### config.mk
export PLATFORM = sky130hd
export DESIGN_NAME = mem_stream_reader
export DESIGN_NICKNAME = d
export VERILOG_FILES = /design/src/rtl/mem_reader_pkg.sv /design/src/rtl/mem_reader_skid.sv /design/src/rtl/mem_stream_reader.sv
export SDC_FILE = /design/constraint.sdc
export NUM_CORES = 1
export LEC_CHECK = 0
export ABC_AREA = 0
export BUFFER_PORTS_ARGS = -buffer_cell sky130_fd_sc_hd__buf_2
export CAP_MARGIN = 25
export CORE_MARGIN = 3
export CORE_UTILIZATION = 57
export DETAILED_ROUTE_END_ITERATION = 8
export GPL_TIMING_DRIVEN = 0
export HOLD_SLACK_MARGIN = 0.03
export PLACE_DENSITY = 0.8
export SYNTH_ARGS = -nofsm -noshare
export SYNTH_HDL_FRONTEND = slang
export SYNTH_SLANG_ARGS = --single-unit
### constraint.sdc
create_clock -name clock -period 5.4 [get_ports clock]
set_input_delay 1.08 -clock clock [delete_from_list [all_inputs] [get_ports clock]]
set_output_delay 1.08 -clock clock [all_outputs]
set_load 0.01 [all_outputs]
### src/rtl/mem_reader_pkg.sv
// Shared types and constants for the memory stream reader.
package mem_reader_pkg;

    typedef enum logic [1:0] {
        IDLE  = 2'd0,
        READ  = 2'd1,
        DRAIN = 2'd2
    } state_e;

    localparam int SKID_DEPTH = 2;
    localparam int OCC_W      = 2;

endpackage

### src/rtl/mem_reader_skid.sv
// Two-entry FIFO that absorbs RAM returns the output register cannot take yet.
module mem_reader_skid
    import mem_reader_pkg::*;
#(
    parameter int WIDTH = 64
) (
    input  logic             i_clk,
    input  logic             i_rst,
    input  logic             i_push,
    input  logic             i_pop,
    input  logic [WIDTH-1:0] i_data,
    output logic [OCC_W-1:0] o_occ,
    output logic [WIDTH-1:0] o_head
);

    logic [WIDTH-1:0] r_head;
    logic [WIDTH-1:0] r_tail;
    logic [OCC_W-1:0] r_occ;

    // Push/pop bookkeeping; callers never pop an empty or push a full FIFO.
    always_ff @(posedge i_clk) begin
        if (i_rst) begin
            r_head <= {WIDTH{1'b0}};
            r_tail <= {WIDTH{1'b0}};
            r_occ  <= {OCC_W{1'b0}};
        end else begin
            case ({i_push, i_pop})
                2'b10: begin
                    if (r_occ == OCC_W'(0)) begin
                        r_head <= i_data;
                    end else begin
                        r_tail <= i_data;
                    end
                    r_occ <= r_occ + OCC_W'(1);
                end
                2'b01: begin
                    r_head <= r_tail;
                    r_occ  <= r_occ - OCC_W'(1);
                end
                2'b11: begin
                    if (r_occ == OCC_W'(1)) begin
                        r_head <= i_data;
                    end else begin
                        r_head <= r_tail;
                        r_tail <= i_data;
                    end
                end
                default: begin
                end
            endcase
        end
    end

    assign o_occ  = r_occ;
    assign o_head = r_head;

endmodule

### src/rtl/mem_stream_reader.sv
// Streams len words from a 1-cycle-latency RAM onto a valid/ready port.
// Optional MEM_READER_STRIDE_EN adds a per-command address stride.
module mem_stream_reader
    import mem_reader_pkg::*;
#(
    parameter  int WIDTH = 64,
    parameter  int DEPTH = 65704,
    parameter  int LEN_W = 17,
    localparam int AW    = $clog2(DEPTH)
) (
    input  logic             clock,
    input  logic             rst,
    input  logic             start,
    input  logic [AW-1:0]    base_addr,
    input  logic [LEN_W-1:0] len,
`ifdef MEM_READER_STRIDE_EN
    input  logic [AW-1:0]    stride,
`endif
    output logic             busy,
    output logic             done,
    output logic [AW-1:0]    mem_addr,
    output logic             mem_wr_en,
    input  logic [WIDTH-1:0] mem_q,
    output logic [WIDTH-1:0] out_data,
    output logic             out_valid,
    input  logic             out_ready
);

    state_e           r_state;
    state_e           w_next_state;
    logic [AW-1:0]    r_addr;
    logic [AW-1:0]    r_mem_addr;
    logic [LEN_W-1:0] r_remaining;
    logic             r_rd_pend;
    logic             r_q_vld;
    logic             r_busy;
    logic             r_done;
    logic             r_out_valid;
    logic [WIDTH-1:0] r_out_data;

    logic             w_issue;
    logic             w_finish;
    logic             w_pop_out;
    logic             w_out_free;
    logic             w_room;
    logic [2:0]       w_pending;
    logic [AW-1:0]    w_issue_addr;
    logic [AW-1:0]    w_step;
    logic [OCC_W-1:0] w_skid_occ;
    logic [WIDTH-1:0] w_skid_head;
    logic             w_skid_push;
    logic             w_skid_pop;

`ifdef MEM_READER_STRIDE_EN
    logic [AW-1:0]    r_step;
    assign w_step = (r_state == IDLE) ? stride : r_step;
`else
    assign w_step = AW'(1);
`endif

    assign w_pop_out    = r_out_valid & out_ready;
    assign w_out_free   = ~r_out_valid | w_pop_out;
    assign w_issue_addr = (r_state == IDLE) ? base_addr : r_addr;

    // Words held or still in the RAM pipeline; must never exceed skid plus output register.
    assign w_pending = {1'b0, w_skid_occ} + 3'(r_out_valid) + 3'(r_rd_pend) + 3'(r_q_vld);
    assign w_room    = (w_pending - 3'(w_pop_out)) < 3'(SKID_DEPTH + 1);

    assign w_skid_pop  = w_out_free & (w_skid_occ != OCC_W'(0));
    assign w_skid_push = r_q_vld & ~(w_out_free & (w_skid_occ == OCC_W'(0)));

    mem_reader_skid #(.WIDTH(WIDTH)) u_skid (
        .i_clk  (clock),
        .i_rst  (rst),
        .i_push (w_skid_push),
        .i_pop  (w_skid_pop),
        .i_data (mem_q),
        .o_occ  (w_skid_occ),
        .o_head (w_skid_head)
    );

    // State register.
    always_ff @(posedge clock) begin
        if (rst) begin
            r_state <= IDLE;
        end else begin
            r_state <= w_next_state;
        end
    end

    // Next-state logic.
    always_comb begin
        w_next_state = r_state;
        case (r_state)
            IDLE: begin
                if (start && (len == LEN_W'(1))) begin
                    w_next_state = DRAIN;
                end else if (start && (len != {LEN_W{1'b0}})) begin
                    w_next_state = READ;
                end else begin
                    w_next_state = IDLE;
                end
            end
            READ: begin
                if (w_issue && (r_remaining == LEN_W'(1))) begin
                    w_next_state = DRAIN;
                end else begin
                    w_next_state = READ;
                end
            end
            DRAIN: begin
                if (w_finish) begin
                    w_next_state = IDLE;
                end else begin
                    w_next_state = DRAIN;
                end
            end
            default: w_next_state = IDLE;
        endcase
    end

    // FSM outputs: the accepting edge issues the first read itself.
    always_comb begin
        w_issue  = 1'b0;
        w_finish = 1'b0;
        case (r_state)
            IDLE: begin
                w_issue  = start & (len != {LEN_W{1'b0}});
                w_finish = start & (len == {LEN_W{1'b0}});
            end
            READ: begin
                w_issue = w_room;
            end
            DRAIN: begin
                w_finish = ~r_rd_pend & ~r_q_vld & (w_skid_occ == OCC_W'(0)) & w_out_free;
            end
            default: begin
                w_issue  = 1'b0;
                w_finish = 1'b0;
            end
        endcase
    end

    // Address/length counters, read pipeline tracking and the output register.
    always_ff @(posedge clock) begin
        if (rst) begin
            r_addr      <= {AW{1'b0}};
            r_mem_addr  <= {AW{1'b0}};
            r_remaining <= {LEN_W{1'b0}};
            r_rd_pend   <= 1'b0;
            r_q_vld     <= 1'b0;
            r_busy      <= 1'b0;
            r_done      <= 1'b0;
            r_out_valid <= 1'b0;
            r_out_data  <= {WIDTH{1'b0}};
`ifdef MEM_READER_STRIDE_EN
            r_step      <= {AW{1'b0}};
`endif
        end else begin
            r_rd_pend <= w_issue;
            r_q_vld   <= r_rd_pend;
            r_busy    <= (w_next_state != IDLE);
            r_done    <= w_finish;
            if (w_issue) begin
                r_mem_addr  <= w_issue_addr;
                r_addr      <= w_issue_addr + w_step;
                r_remaining <= (r_state == IDLE) ? (len - LEN_W'(1)) : (r_remaining - LEN_W'(1));
            end
`ifdef MEM_READER_STRIDE_EN
            if ((r_state == IDLE) && start) begin
                r_step <= stride;
            end
`endif
            // Skid head has priority so order is preserved; bypass only when it is empty.
            if (w_out_free) begin
                if (w_skid_occ != OCC_W'(0)) begin
                    r_out_valid <= 1'b1;
                    r_out_data  <= w_skid_head;
                end else if (r_q_vld) begin
                    r_out_valid <= 1'b1;
                    r_out_data  <= mem_q;
                end else begin
                    r_out_valid <= 1'b0;
                end
            end
        end
    end

    assign busy      = r_busy;
    assign done      = r_done;
    assign mem_addr  = r_mem_addr;
    assign mem_wr_en = 1'b0;
    assign out_valid = r_out_valid;
    assign out_data  = r_out_data;

endmodule
---- After elaboration in Yosys (flattened, before gate mapping) ----
Index checks and enable logic that the tools add are counted.
word-level totals
  bits in latches ......................... 0
  memories kept ........................... 0
  bits in read-only memories .............. 0
  bits in writable memories ............... 0
  register bits ........................... 252
cells by class
  mux-type cells .......................... 20
  multiply operators ...................... 0
  add/sub/neg operators ................... 9
  equality and inequality tests ........... 11
  shift operators ......................... 0
  reduce and logical (&&, ||, !) cells .... 16
  div/mod/pow operators ................... 0
  bitwise gates (word level) .............. 14
  order comparisons ....................... 1
operator list
  cell                                                count
  2-to-1 mux 64 bit                                   6
  one-hot mux 64 bit (3 select lines)                 1
  one-hot mux 64 bit (2 select lines)                 1
  == test 17 x 1 -> 1 bit, second input constant      2
  2-to-1 mux 17 bit                                   2
  subtractor 17 x 1 -> 17 bit, second input constant  2
  adder 17 x 1 -> 17 bit, second input constant       1
  logical NOT 17 bit                                  1
  nonzero test 17 bit                                 1
  nonzero test 2 bit                                  5
  bitwise AND 1 bit                                   9
  adder 3 x 1 -> 3 bit                                2
  == test 2 x 1 -> 1 bit, second input constant       3
  == test 2 bit, second input constant                3
  2-to-1 mux 2 bit                                    3
  inequality test 2 bit, second input constant        3
  one-hot mux 2 bit (3 select lines)                  1
  logical NOT 2 bit                                   2
  inverter 1 bit                                      4
  one-hot mux 1 bit (2 select lines)                  2
  one-hot mux 2 bit (2 select lines)                  1
  AND reduction 2 bit                                 2
  adder 2 x 1 -> 3 bit                                1
  logical AND 1 bit                                   3
  other kinds (8)                                     10

---- Logic depth before layout (Yosys ltp) ----
Gate-level depths: netlist (run 1).
  word-level depth ........................ 10
  mapped depth ............................ 15

---- Modules after synthesis ----
From an unflattened synthesis (run 1), not the netlist that was laid out.
second synthesis, totals
  cells, all modules ...................... 1567
  area total of the unflattened synthesis .. 12699.7 um^2
modules (own cells, without submodules)
  module             cells an instance  sequential area each (um^2)  area an instance (um^2)  times used
  mem_stream_reader  875                2442.3                       6641.4                   1
  mem_reader_skid    692                2602.5                       6058.3                   1

---- Worst setup path after synthesis (run 1) ----
Ideal clock, no wire load.
  path kind ............................... input-to-reg
  start point ............................. in out_ready
  end point ............................... reg r_remaining[15]
  path buffers ............................ 1
  library setup time ...................... 120 ps
  slack ................................... 1304 ps
  cell stages on the path ................. 14
  data arrival time ....................... 3976 ps
  cell sequence ........................... and2_1 ha_1 fa_1 inv_1 ha_1 inv_1 fa_1 nand2b_1 and3b_1 clkbuf_1 a31oi_1 nor2_1 and3_1 a211o_1
on the way
  cells in the longest elaborated chain, start to end .. 4
RTL lines
  item                                line                      text
  start, declared                     mem_stream_reader.sv:26   input logic out_ready
  bitwise AND 1 bit                   mem_stream_reader.sv:61   assign w_pop_out = r_out_valid & out_ready;
  subtractor 3 x 1 -> 3 bit           mem_stream_reader.sv:67   assign w_room = (w_pending - 3'(w_pop_out)) < 3'(SKID_DEPTH + 1);
  < comparator 3 x 2 -> 1 bit         mem_stream_reader.sv:67
  one-hot mux 1 bit (2 select lines)  mem_stream_reader.sv:126  case (r_state)
  end signal, assigned                mem_stream_reader.sv:149  r_remaining <= {LEN_W{1'b0}};
  end signal, assigned                mem_stream_reader.sv:167  r_remaining <= (r_state == IDLE) ? (len - LEN_W'(1)) : (r_remaining - LEN_W'(1));
  end, declared                       mem_stream_reader.sv:33   logic [LEN_W-1:0] r_remaining;
Every way passes these cells.
A chain may end at the register's enable or synchronous reset.

---- Worst setup path in the final report (run 1) ----
  start point ............................. in out_ready
  end point ............................... reg r_remaining[13]
Same word-level chain as after synthesis.

==> results of run 1 <==
layer usage:
layer  vias to the layer above  global-route usage [%]  part of all wire (%)
li1                       5387                       -                     -
met1                      5312                    39.3                    42
met2                       470                    49.0                    46
met3                       116                    6.15                   8.7
met4                         8                    11.2                   3.8
met5                         -                       0                  0.11
worst max-delay path: stages:
cell      delay [ns]
buf_2           0.11
and2_1          0.15
ha_1            0.28
fa_1            0.43
inv_1           0.06
ha_1            0.13
inv_1           0.05
fa_1            0.47
nand2b_1        0.13
nand3b_1        0.51
o21ai_4         0.28
clkbuf_1        0.49
clkbuf_1        0.55
o31ai_1         0.22
a21oi_1         0.18
sequential cells by signal, summed over array words and instances (netlist names):
signal         count
r_remaining       17
busy               1
out_valid          1
out_data          64
u_skid.o_head     64
r_state            2
done               1
mem_addr          17
u_skid.r_tail     64
r_q_vld            1
r_addr            17
u_skid.o_occ       2
r_rd_pend          1
synth_stat cells (6+ instances only):
| library cell | count | area share (%) |
|---|---|---|
| dfxtp_1 | 252 | 43 |
| nand2_1 | 202 | 6.4 |
| nor2_1 | 181 | 5.8 |
| a211oi_1 | 139 | 8.9 |
| mux2i_1 | 129 | 11 |
| a21oi_1 | 106 | 4.5 |
| clkbuf_1 | 88 | 2.8 |
| o21ai_0 | 31 | 1.3 |
| nand3_1 | 17 | 0.72 |
| nor3_1 | 17 | 0.72 |
| inv_1 | 13 | 0.41 |
| buf_1 | 12 | 0.38 |
| and2_1 | 11 | 0.58 |
| buf_2 | 11 | 0.47 |
| o211ai_1 | 11 | 0.70 |
| xor2_1 | 11 | 0.82 |
| a31oi_1 | 10 | 0.53 |
| ha_1 | 10 | 1.1 |
| nand4_1 | 10 | 0.53 |
| a22oi_1 | 9 | 0.57 |
| xnor2_1 | 9 | 0.67 |
| nor4_1 | 7 | 0.37 |
| and3_1 | 6 | 0.32 |
| nand3b_1 | 6 | 0.38 |
| nor4b_1 | 6 | 0.45 |
how the worst max path moves through the flow:
stage	startpoint	end	slack, ns	depth (start not counted)
final	out_ready	r_remaining[13]	0.72	15
after global routing	out_ready	r_remaining[13]	0.62	15
after CTS	out_ready	r_remaining[13]	0.86	15
after detailed placement	out_ready	r_remaining[13]	0.31	15
after global placement	out_ready	r_remaining[13]	0.35	15
after floorplan	out_ready	r_remaining[15]	1.30	14
per-stage QoR:
stage	hold WS [ns]	setup WS [ns]	instances	util, %	area, um^2
3_5_place_dp	0.446	0.310	1843	65.7	13000
5_1_grt	0.470	0.617	1893	70.0	13900
2_1_floorplan	0.428	1.30	1393	-	11800
4_1_cts	0.455	0.860	1891	69.9	13900
3_3_place_gp	0.439	0.345	1842	65.6	13000
6_report	0.453	0.723	1894	70.0	13900
area by class of cell:
type                       instances  area share, %
clock buffer                      35           5.15
multi-input combinational       1016           44.9
timing repair buffer             185           6.67
inverter                          13          0.351
antenna                            3         0.0541
clock inverter                    13          0.964
tap                              265           2.39
sequential                       252           36.3
buffer                           112           3.15
power groups by stage:
stage	Combinational (mW)	Clock (mW)	Sequential [mW]
floorplan	2.13	0	2.61
global placement	3.04	0	2.54
detailed placement	3.12	0	2.56
CTS	3.15	1.80	2.53
global route	3.50	1.87	2.58
finish	3.17	1.78	2.53
cell families (layout without fill, tap and decap cells):
group           after synthesis  after routing  share of synthesized area (%)
simple gates                505            505                           19.5
flops                       252            252                           42.9
mux                         134            134                           11.5
xor+xnor                     20             20                           1.49
compound gates              344            344                           19.1
buf+inv                     125            358                           4.14
other cells                   1              4                         0.0319
fa+ha+maj                    12             12                           1.40
==> out/qor.txt, run 1 <==
Final Net Count - 1720
mapped cell area - 11800 um^2
Core Region - 19800 um^2
Root Driver - clkbuf_16
largest net degree at the start of global routing - 15
share of cells above drive strength 1 - 15.6%
Tmin final - 4.68 ns
post-synthesis cell count - 1393
post-route ant nets - 0
hpwl dp - 24.5 mm
critical path class - primary input to flip-flop
Fill cells - 1622
clk slew on worst S/H paths - 0.06 ns
gpl congestion - 0.962
Max-Cap Viols - 0
GRT Residual Overflow - 0
yosys warns - 0
hold path endpoint - u_skid.r_tail[50]
Critical Path AT - 5.13 ns
Comb pwr share - 42.4%
P_int - 4.51 mW
RR Startpoint - r_q_vld
Clock Path Buffers - 3
clock sink count - 252
worst slew pin tran - 0.995 ns
Highest Clock Rate - 0.214 GHz
Hold Path Class - flip-flop to flip-flop
CTS tree - done
initial antenna violation count - 6
RSZ-0062 raised after global routing - no
PwrDens - 539 nW/um^2
clock network fraction of total power - 23.8%
Initial Util - 59.3%
hold wc startpoint - u_skid.r_tail[50]
CTS buffer count - 26
status - complete, no violations
Switching Share - 39.6%
EDFF count, synth - 0
max-slew violation count - 0
commonest non-fill, non-tap cell in the layout - dfxtp_1
Layout area overhead - 18.0%
via count - 11300
Slew Limit Headroom - 33.6%
Startpoint Class - primary input
CTS Hold Bufs - 0
Die Ht - 150 um
R2R Path End - r_remaining[13]
I/O pin total - 187
htree depth - 1
syn_nets - 1507
setup TNS - 0 ns
worst-path fanout max - 10
R2R cell count - 14
Max IR drop VDD - 354 uV
drt total wl - 34.6 mm
Seq pwr share - 33.9%
Post-CTS Resized - 0
Yosys cell types - 67
row count - 51
async set-reset flop share out of synthesis - 0%
register area - 5040 um^2
first-pass GRT wire length - 54.8 mm
commonest non-fill, non-tap cells in the layout - dfxtp_1 (252), nand2_1 (202), buf_2 (196), nor2_1 (181), a211oi_1 (138)
vias in the first global route - 10700
syn avg cell area - 8.45 um^2
Worst-Skew Late Latency - 0.54 ns
area of the multi-input gates - 6240 um^2
post-synthesis sequential area ratio - 42.9%
die area - 22400 um^2
hold violation total from the final report - 0
predominant post-synthesis flop cell - dfxtp_1
IO Port Bufs - 184
#FFs+latches synth - 252
DR pass1 iterations - 6
Die Wd - 150 um
vias per cell - 5.96
post-CTS setup buffers - 0
Final period util - 86.6%
Routed WL per cell - 18.3 um
Net Sw Power - 2.96 mW
hold path depth - 2
All-Layer GR Usage - 30.0%
detailed router's first-iteration violation count - 717
CP Capture Type - flip-flop
Data required, critical path - 5.85 ns
Worst Skew - 0.0140 ns
DRC errors left - 0
flop2flop setup slack - 0.96 ns
leakage - 5.64 nW
Final setup viols - 0
Overall Power - 7.48 mW
No activity file was read; power rests on OpenSTA's default activity.
==> run 2, diff against run 1 <==
ABC_CLOCK_PERIOD_IN_PS = 5400   (was not set)
CELL_PAD_IN_SITES_DETAIL_PLACEMENT = 0   (was not set)
CELL_PAD_IN_SITES_GLOBAL_PLACEMENT = 1   (was not set)
CORE_UTILIZATION = 43   (was 57)
PLACE_DENSITY = not set   (was 0.8)
PLACE_DENSITY_LB_ADDON = 0.1   (was not set)
SYNTH_HIERARCHICAL = 1   (was not set)
==> out/qor.txt, run 2 <==
gpl congestion - 0.921 (-4.3%)
first-pass GRT wire length - 70.1 mm (+28%)
syn avg cell area - 8.10 um^2 (-4.1%)
via count - 13000 (+15%)
# diodes - 0 (-3)
worst-path fanout max - 10 (unchanged)
initial antenna violation count - 3 (-3)
status - complete, no violations
Die Wd - 178 um (+19%)
All-Layer GR Usage - 27.6% (-2.4 points)
hold violation total from the final report - 0 (unchanged)
Critical Path AT - 5.26 ns (+0.13 ns)
EDFF count, synth - 0 (unchanged)
clock sink count - 252 (unchanged)
commonest non-fill, non-tap cells in the layout - o21ai_0 (279), dfxtp_1 (252), buf_2 (192), a21oi_1 (164), clkbuf_1 (135)
Data required, critical path - 5.90 ns (+0.05 ns)
Hold Path Class - flip-flop to flip-flop
CTS Hold Bufs - 0 (unchanged)
Max-Cap Viols - 0 (unchanged)
syn_nets - 1685 (+12%)
Worst path max stage delay - 0.68 ns (+0.13 ns)
die area - 31600 um^2 (+41%)
detailed router's first-iteration violation count - 1033 (+44%)
Layout area overhead - 18.3%
Clock Path Buffers - 3 (unchanged)
flop2flop setup slack - 0.64 ns (-0.32 ns)
Root Driver - clkbuf_16
synth cell count leaders - o21ai_0 (279), dfxtp_1 (252), a21oi_1 (164)
#FFs+latches synth - 252 (unchanged)
vias in the first global route - 12300 (+14%)
CTS tree - done
Synth Area in Compound Gates - 34.6% (+15 points)
vias per cell - 5.95 (-0.29%)
hpwl dp - 32.4 mm (+33%)
Synth top area share - 39.7% (-3.2 points)
Overall Power - 7.73 mW (+3.3%)
Startpoint Class - flip-flop
Worst Skew - 0.0113 ns (-0.00274 ns)
mux contribution to synthesized area - 0.739% (-11 points)
setup TNS - 0 ns (unchanged)
yosys warns - 6 (+6)
Hold WS - 0.472 ns (+0.0192 ns)
async set-reset flop share out of synthesis - 0% (unchanged)
CP Capture Type - flip-flop
cell taking the most area after synthesis - dfxtp_1
worst slew pin tran - 1.09 ns (+0.0993 ns)
most frequent cell after synthesis - o21ai_0
I/O pin total - 187 (unchanged)
Synth Area in Adders - 1.69% (+0.29 points)
simple-gate share of the synthesized area - 16.0% (-3.5 points)
Final period util - 88.2% (+1.6 points)
Final setup viols - 0 (unchanged)
Yosys cell types - 74 (+10%)
main combinational cell family by area after synthesis - compound AO/OA/AOI/OAI gates
leakage - 5.37 nW (-4.9%)
Final Net Count - 1901 (+11%)
final setup margin - 0.638 ns (-0.0854 ns)
htree depth - 1 (unchanged)
synth top area cells - dfxtp_1 (40%), o21ai_0 (11%), a311oi_2 (7.1%), a21oi_1 (6.5%), a311oi_1 (5.0%)
post-synthesis xor/xnor area fraction - 1.10% (-0.39 points)
cell mode on critical path - clkbuf_1
Max IR drop VDD - 351 uV (-0.93%)
post-synthesis cell count - 1567 (+12%)
Core Region - 28900 um^2 (+46%)
PwrDens - 514 nW/um^2 (-4.5%)
Highest Clock Rate - 0.210 GHz (-1.8%)
Fill cells - 2919 (+80%)
row count - 62 (+22%)
DRC errors left - 0 (unchanged)
Routed WL per cell - 20.6 um (+12%)
post-synthesis sequential area ratio - 39.7% (-3.2 points)
post-route ant nets - 0 (unchanged)
largest net degree at the start of global routing - 16 (+1)
IO Port Bufs - 185 (+0.54%)
share of cells above drive strength 1 - 17.8% (+2.2 points)
Initial Util - 43.9% (-15 points)
GRT Residual Overflow - 0 (unchanged)
predominant post-synthesis flop cell - dfxtp_1
critical path class - flip-flop to flip-flop
Worst-Skew Late Latency - 0.56 ns (+0.02 ns)
Post-CTS Resized - 0 (unchanged)
Place WS - 0.466 ns (+0.156 ns)
crit path max-delay cell type - or4b_2
Die Ht - 178 um (+19%)
Slew Limit Headroom - 26.5% (-7.1 points)
commonest non-fill, non-tap cell in the layout - o21ai_0
drt total wl - 44.9 mm (+30%)
RSZ-0062 raised after global routing - no
CP Cell Sequence - clkbuf_1 > nor2_1 > clkbuf_1 > clkbuf_1 > clkbuf_1 > nand2_1 > nand2_1 > ha_1 > nand3_1 > nor2_1 > o21ai_0 > or4b_2 > nand3_1
max-slew violation count - 0 (unchanged)
clk slew on worst S/H paths - 0.06 ns (about the same)
DR pass1 iterations - 5 (-1)
post-CTS setup buffers - 0 (unchanged)
Tmin final - 4.76 ns (+0.0854 ns)
CTS buffer count - 29 (+12%)
mapped cell area - 12700 um^2 (+7.9%)
==> run 2: layout make-up <==
cell class,count,area [um^2],share of cell area [%]
buffer,164,694,4.62
inverter,21,78.8,0.524
timing repair buffer,185,926,6.16
clock buffer,42,815,5.42
multi-input combinational,1130,6880,45.8
tap,384,480,3.20
sequential,252,5040,33.6
clock inverter,8,109,0.724
==> run 2: critical path: cells and delay by family, from the launching register on <==
| kind | cells | cell delay [ns] |
|---|---|---|
| adders and majority gates | 1 | 0.34 |
| and+or+nand+nor | 7 | 1.69 |
| DFF | 1 | 0.33 |
| buffers and inverters | 4 | 2.02 |
| AOI/OAI and AO/OA | 1 | 0.31 |
==> run 2: kinds of logic after synthesis <==
family	Yosys count
AO/OA/AOI/OAI	655
XOR/XNOR	16
adder cells (fa/ha/maj)	16
buffers and inverters	185
flip-flops	252
multiplexers	9
other	1
AND/OR/NAND/NOR	433
==> run 2: routing by layer <==
metal / up-vias / global-route usage (%) / share of wire, %
li1: 6244 / - / -
met1: 6178 / 37.9 / 45
met2: 489 / 45.7 / 46
met3: 79 / 4.36 / 6.9
met4: 6 / 5.99 / 1.9
met5: - / 0 / 0.10
==> run 2: power by group <==
part	leakage [nW]	switching, mW	internal [mW]
Sequential	2.07	0.249	2.31
Combinational	2.84	2.11	1.11
Clock	0.455	0.809	1.14
Total	5.37	3.16	4.56
==> run 2: path summary, 6_finish.rpt <==
check	startpoint	end	cells past startpoint
max reg2reg	r_state[0]	r_addr[10]	13
max	r_state[0]	r_addr[10]	13
min reg2reg	r_rd_pend	r_q_vld	2
min	r_rd_pend	r_q_vld	2
==> run 2: metrics by stage <==
| step | util [%] | cell area (um^2) | cells |
|---|---|---|---|
| global route | 51.9 | 15000 | 2186 |
| CTS | 51.9 | 15000 | 2186 |
| floorplan | - | 12700 | 1567 |
| finish | 51.9 | 15000 | 2186 |
| global placement | 48.8 | 14100 | 2136 |
| detailed placement | 48.8 | 14100 | 2136 |
==> run 3, diff against run 2 <==
CTS_CLUSTER_SIZE = 16   (was not set)
REMOVE_ABC_BUFFERS = 1   (was not set)
==> out/qor.txt, run 3 (same netlist as run 2, synthesis figures left out) <==
Clock Path Buffers - 3 (unchanged)
critical path class - flip-flop to flip-flop
RSZ-0062 raised after global routing - no
leakage - 5.39 nW (+0.40%)
Post-CTS Resized - 0 (unchanged)
hold violation total from the final report - 0 (unchanged)
final setup margin - 0.673 ns (+0.0358 ns)
Final Net Count - 1760 (-7.4%)
Worst Skew - 0.0182 ns (+0.00687 ns)
Routed WL per cell - 19.7 um (-4.4%)
Place WS - 0.672 ns (+0.206 ns)
Die Wd - 178 um (unchanged)
setup TNS - 0 ns (unchanged)
I/O pin total - 187 (unchanged)
status - complete, no violations
Root Driver - clkbuf_16
Die Ht - 178 um (unchanged)
commonest non-fill, non-tap cells in the layout - o21ai_0 (279), dfxtp_1 (250), buf_2 (184), a21oi_1 (163), nor2_1 (126)
first-pass GRT wire length - 64.2 mm (-8.4%)
PwrDens - 519 nW/um^2 (+0.91%)
DR pass1 iterations - 4 (-1)
post-route ant nets - 0 (unchanged)
Core Region - 28900 um^2 (unchanged)
max-slew violation count - 0 (unchanged)
RR Startpoint - u_skid/o_occ[0]
drt total wl - 40.3 mm (-10%)
Slew Limit Headroom - 26.6% (+0.073 points)
Initial Util - 43.9% (unchanged)
htree depth - 1 (unchanged)
Tmin final - 4.73 ns (-0.0358 ns)
IO Port Bufs - 185 (unchanged)
detailed router's first-iteration violation count - 966 (-6.5%)
Max IR drop VDD - 318 uV (-9.4%)
Layout area overhead - 17.7%
flop2flop setup slack - 0.67 ns (+0.04 ns)
CTS buffer count - 29 (unchanged)
clk slew on worst S/H paths - 0.06 ns (about the same)
initial antenna violation count - 4 (+1)
die area - 31600 um^2 (unchanged)
CTS Hold Bufs - 0 (unchanged)
Final period util - 87.5% (-0.66 points)
hold path depth - 2 (unchanged)
worst-path fanout max - 70 (+60)
Hold Path Class - flip-flop to flip-flop
worst slew pin tran - 1.10 ns (+0.00732 ns)
gpl congestion - 0.789 (-14%)
hold wc startpoint - r_rd_pend
Final setup viols - 0 (unchanged)
via count - 12300 (-5.1%)
row count - 62 (unchanged)
CTS tree - done
DRC errors left - 0 (unchanged)
Startpoint Class - flip-flop
commonest non-fill, non-tap cell in the layout - o21ai_0
Highest Clock Rate - 0.212 GHz (+0.76%)
Critical Path AT - 5.13 ns (-0.13 ns)
Max-Cap Viols - 0 (unchanged)
Data required, critical path - 5.81 ns (-0.09 ns)
vias per cell - 6.01 (+1.2%)
CP Capture Type - flip-flop
GRT Residual Overflow - 0 (unchanged)
hpwl dp - 23.6 mm (-27%)
vias in the first global route - 11900 (-3.0%)
share of cells above drive strength 1 - 20.8% (+3.0 points)
post-CTS setup buffers - 0 (unchanged)
hold path endpoint - r_q_vld
R2R Path End - u_skid/o_head[34]
Worst-Skew Late Latency - 0.56 ns (about the same)
clock sink count - 252 (unchanged)
largest net degree at the start of global routing - 134 (+118)
All-Layer GR Usage - 24.6% (-3.0 points)
R2R cell count - 10 (-3)
-- run 3: worst max-delay path by stage --
| stage | startpoint | end | slack (ns) | cells after the start |
|---|---|---|---|---|
| final | u_skid/o_occ[0] | u_skid/o_head[34] | 0.67 | 10 |
| after global routing | u_skid/o_occ[0] | u_skid/o_head[16] | 0.46 | 10 |
| after CTS | u_skid/o_occ[0] | u_skid/o_head[34] | 0.71 | 10 |
| after detailed placement | out_ready | r_addr[11] | 0.67 | 15 |
| after global placement | u_skid/o_occ[1] | out_data[37] | -9.77 | 4 |
| after floorplan | u_skid/o_occ[0] | u_skid/o_head[0] | -2.83 | 8 |
-- run 3: layer usage --
metal / track usage, % / share of wire [%] / routed length (um)
met2: 42.4 / 48 / 19500
met4: 6.09 / 2.2 / 891
met3: 3.74 / 5.3 / 2150
met5: 0 / 0.087 / 35
met1: 32.3 / 44 / 17700
-- run 3: area by class of cell --
cell class,count,area [um^2]
tap,384,480
multi-input combinational,1130,6960
clock buffer,47,923
fill,2829,14000
sequential,252,5050
antenna,1,2.50
timing repair buffer,208,1400
clock inverter,7,50.0
inverter,21,78.8
-- run 3: worst max-delay path, stage by stage, from the launching register on --
cell,delay (ns)
dfxtp_4,0.60
nor2_4,0.63
buf_16,0.26
nand2b_1,0.11
and2_1,0.21
inv_1,0.07
ha_2,0.71
or3_4,0.89
and2_4,0.55
buf_16,0.36
a311oi_2,0.16
-- run 3: per-stage QoR --
| step | cells | power, mW | util, % | hold slack (ns) | cell area, um^2 |
|---|---|---|---|---|---|
| final | 2050 | 7.75 | 51.7 | 0.469 | 14900 |
| after global routing | 2050 | 8.24 | 51.7 | 0.485 | 14900 |
| after CTS | 2049 | 7.79 | 51.6 | 0.471 | 14900 |
| after detailed placement | 1995 | 5.81 | 48.3 | 0.463 | 14000 |
| after global placement | 1972 | 5.79 | 46.4 | 0.456 | 13400 |
| after floorplan | 1403 | 4.60 | - | 0.433 | 12000 |
-- run 3: power breakdown --
part	switching (mW)	internal (mW)
Sequential	0.308	2.32
Combinational	1.96	1.19
Clock	0.807	1.17
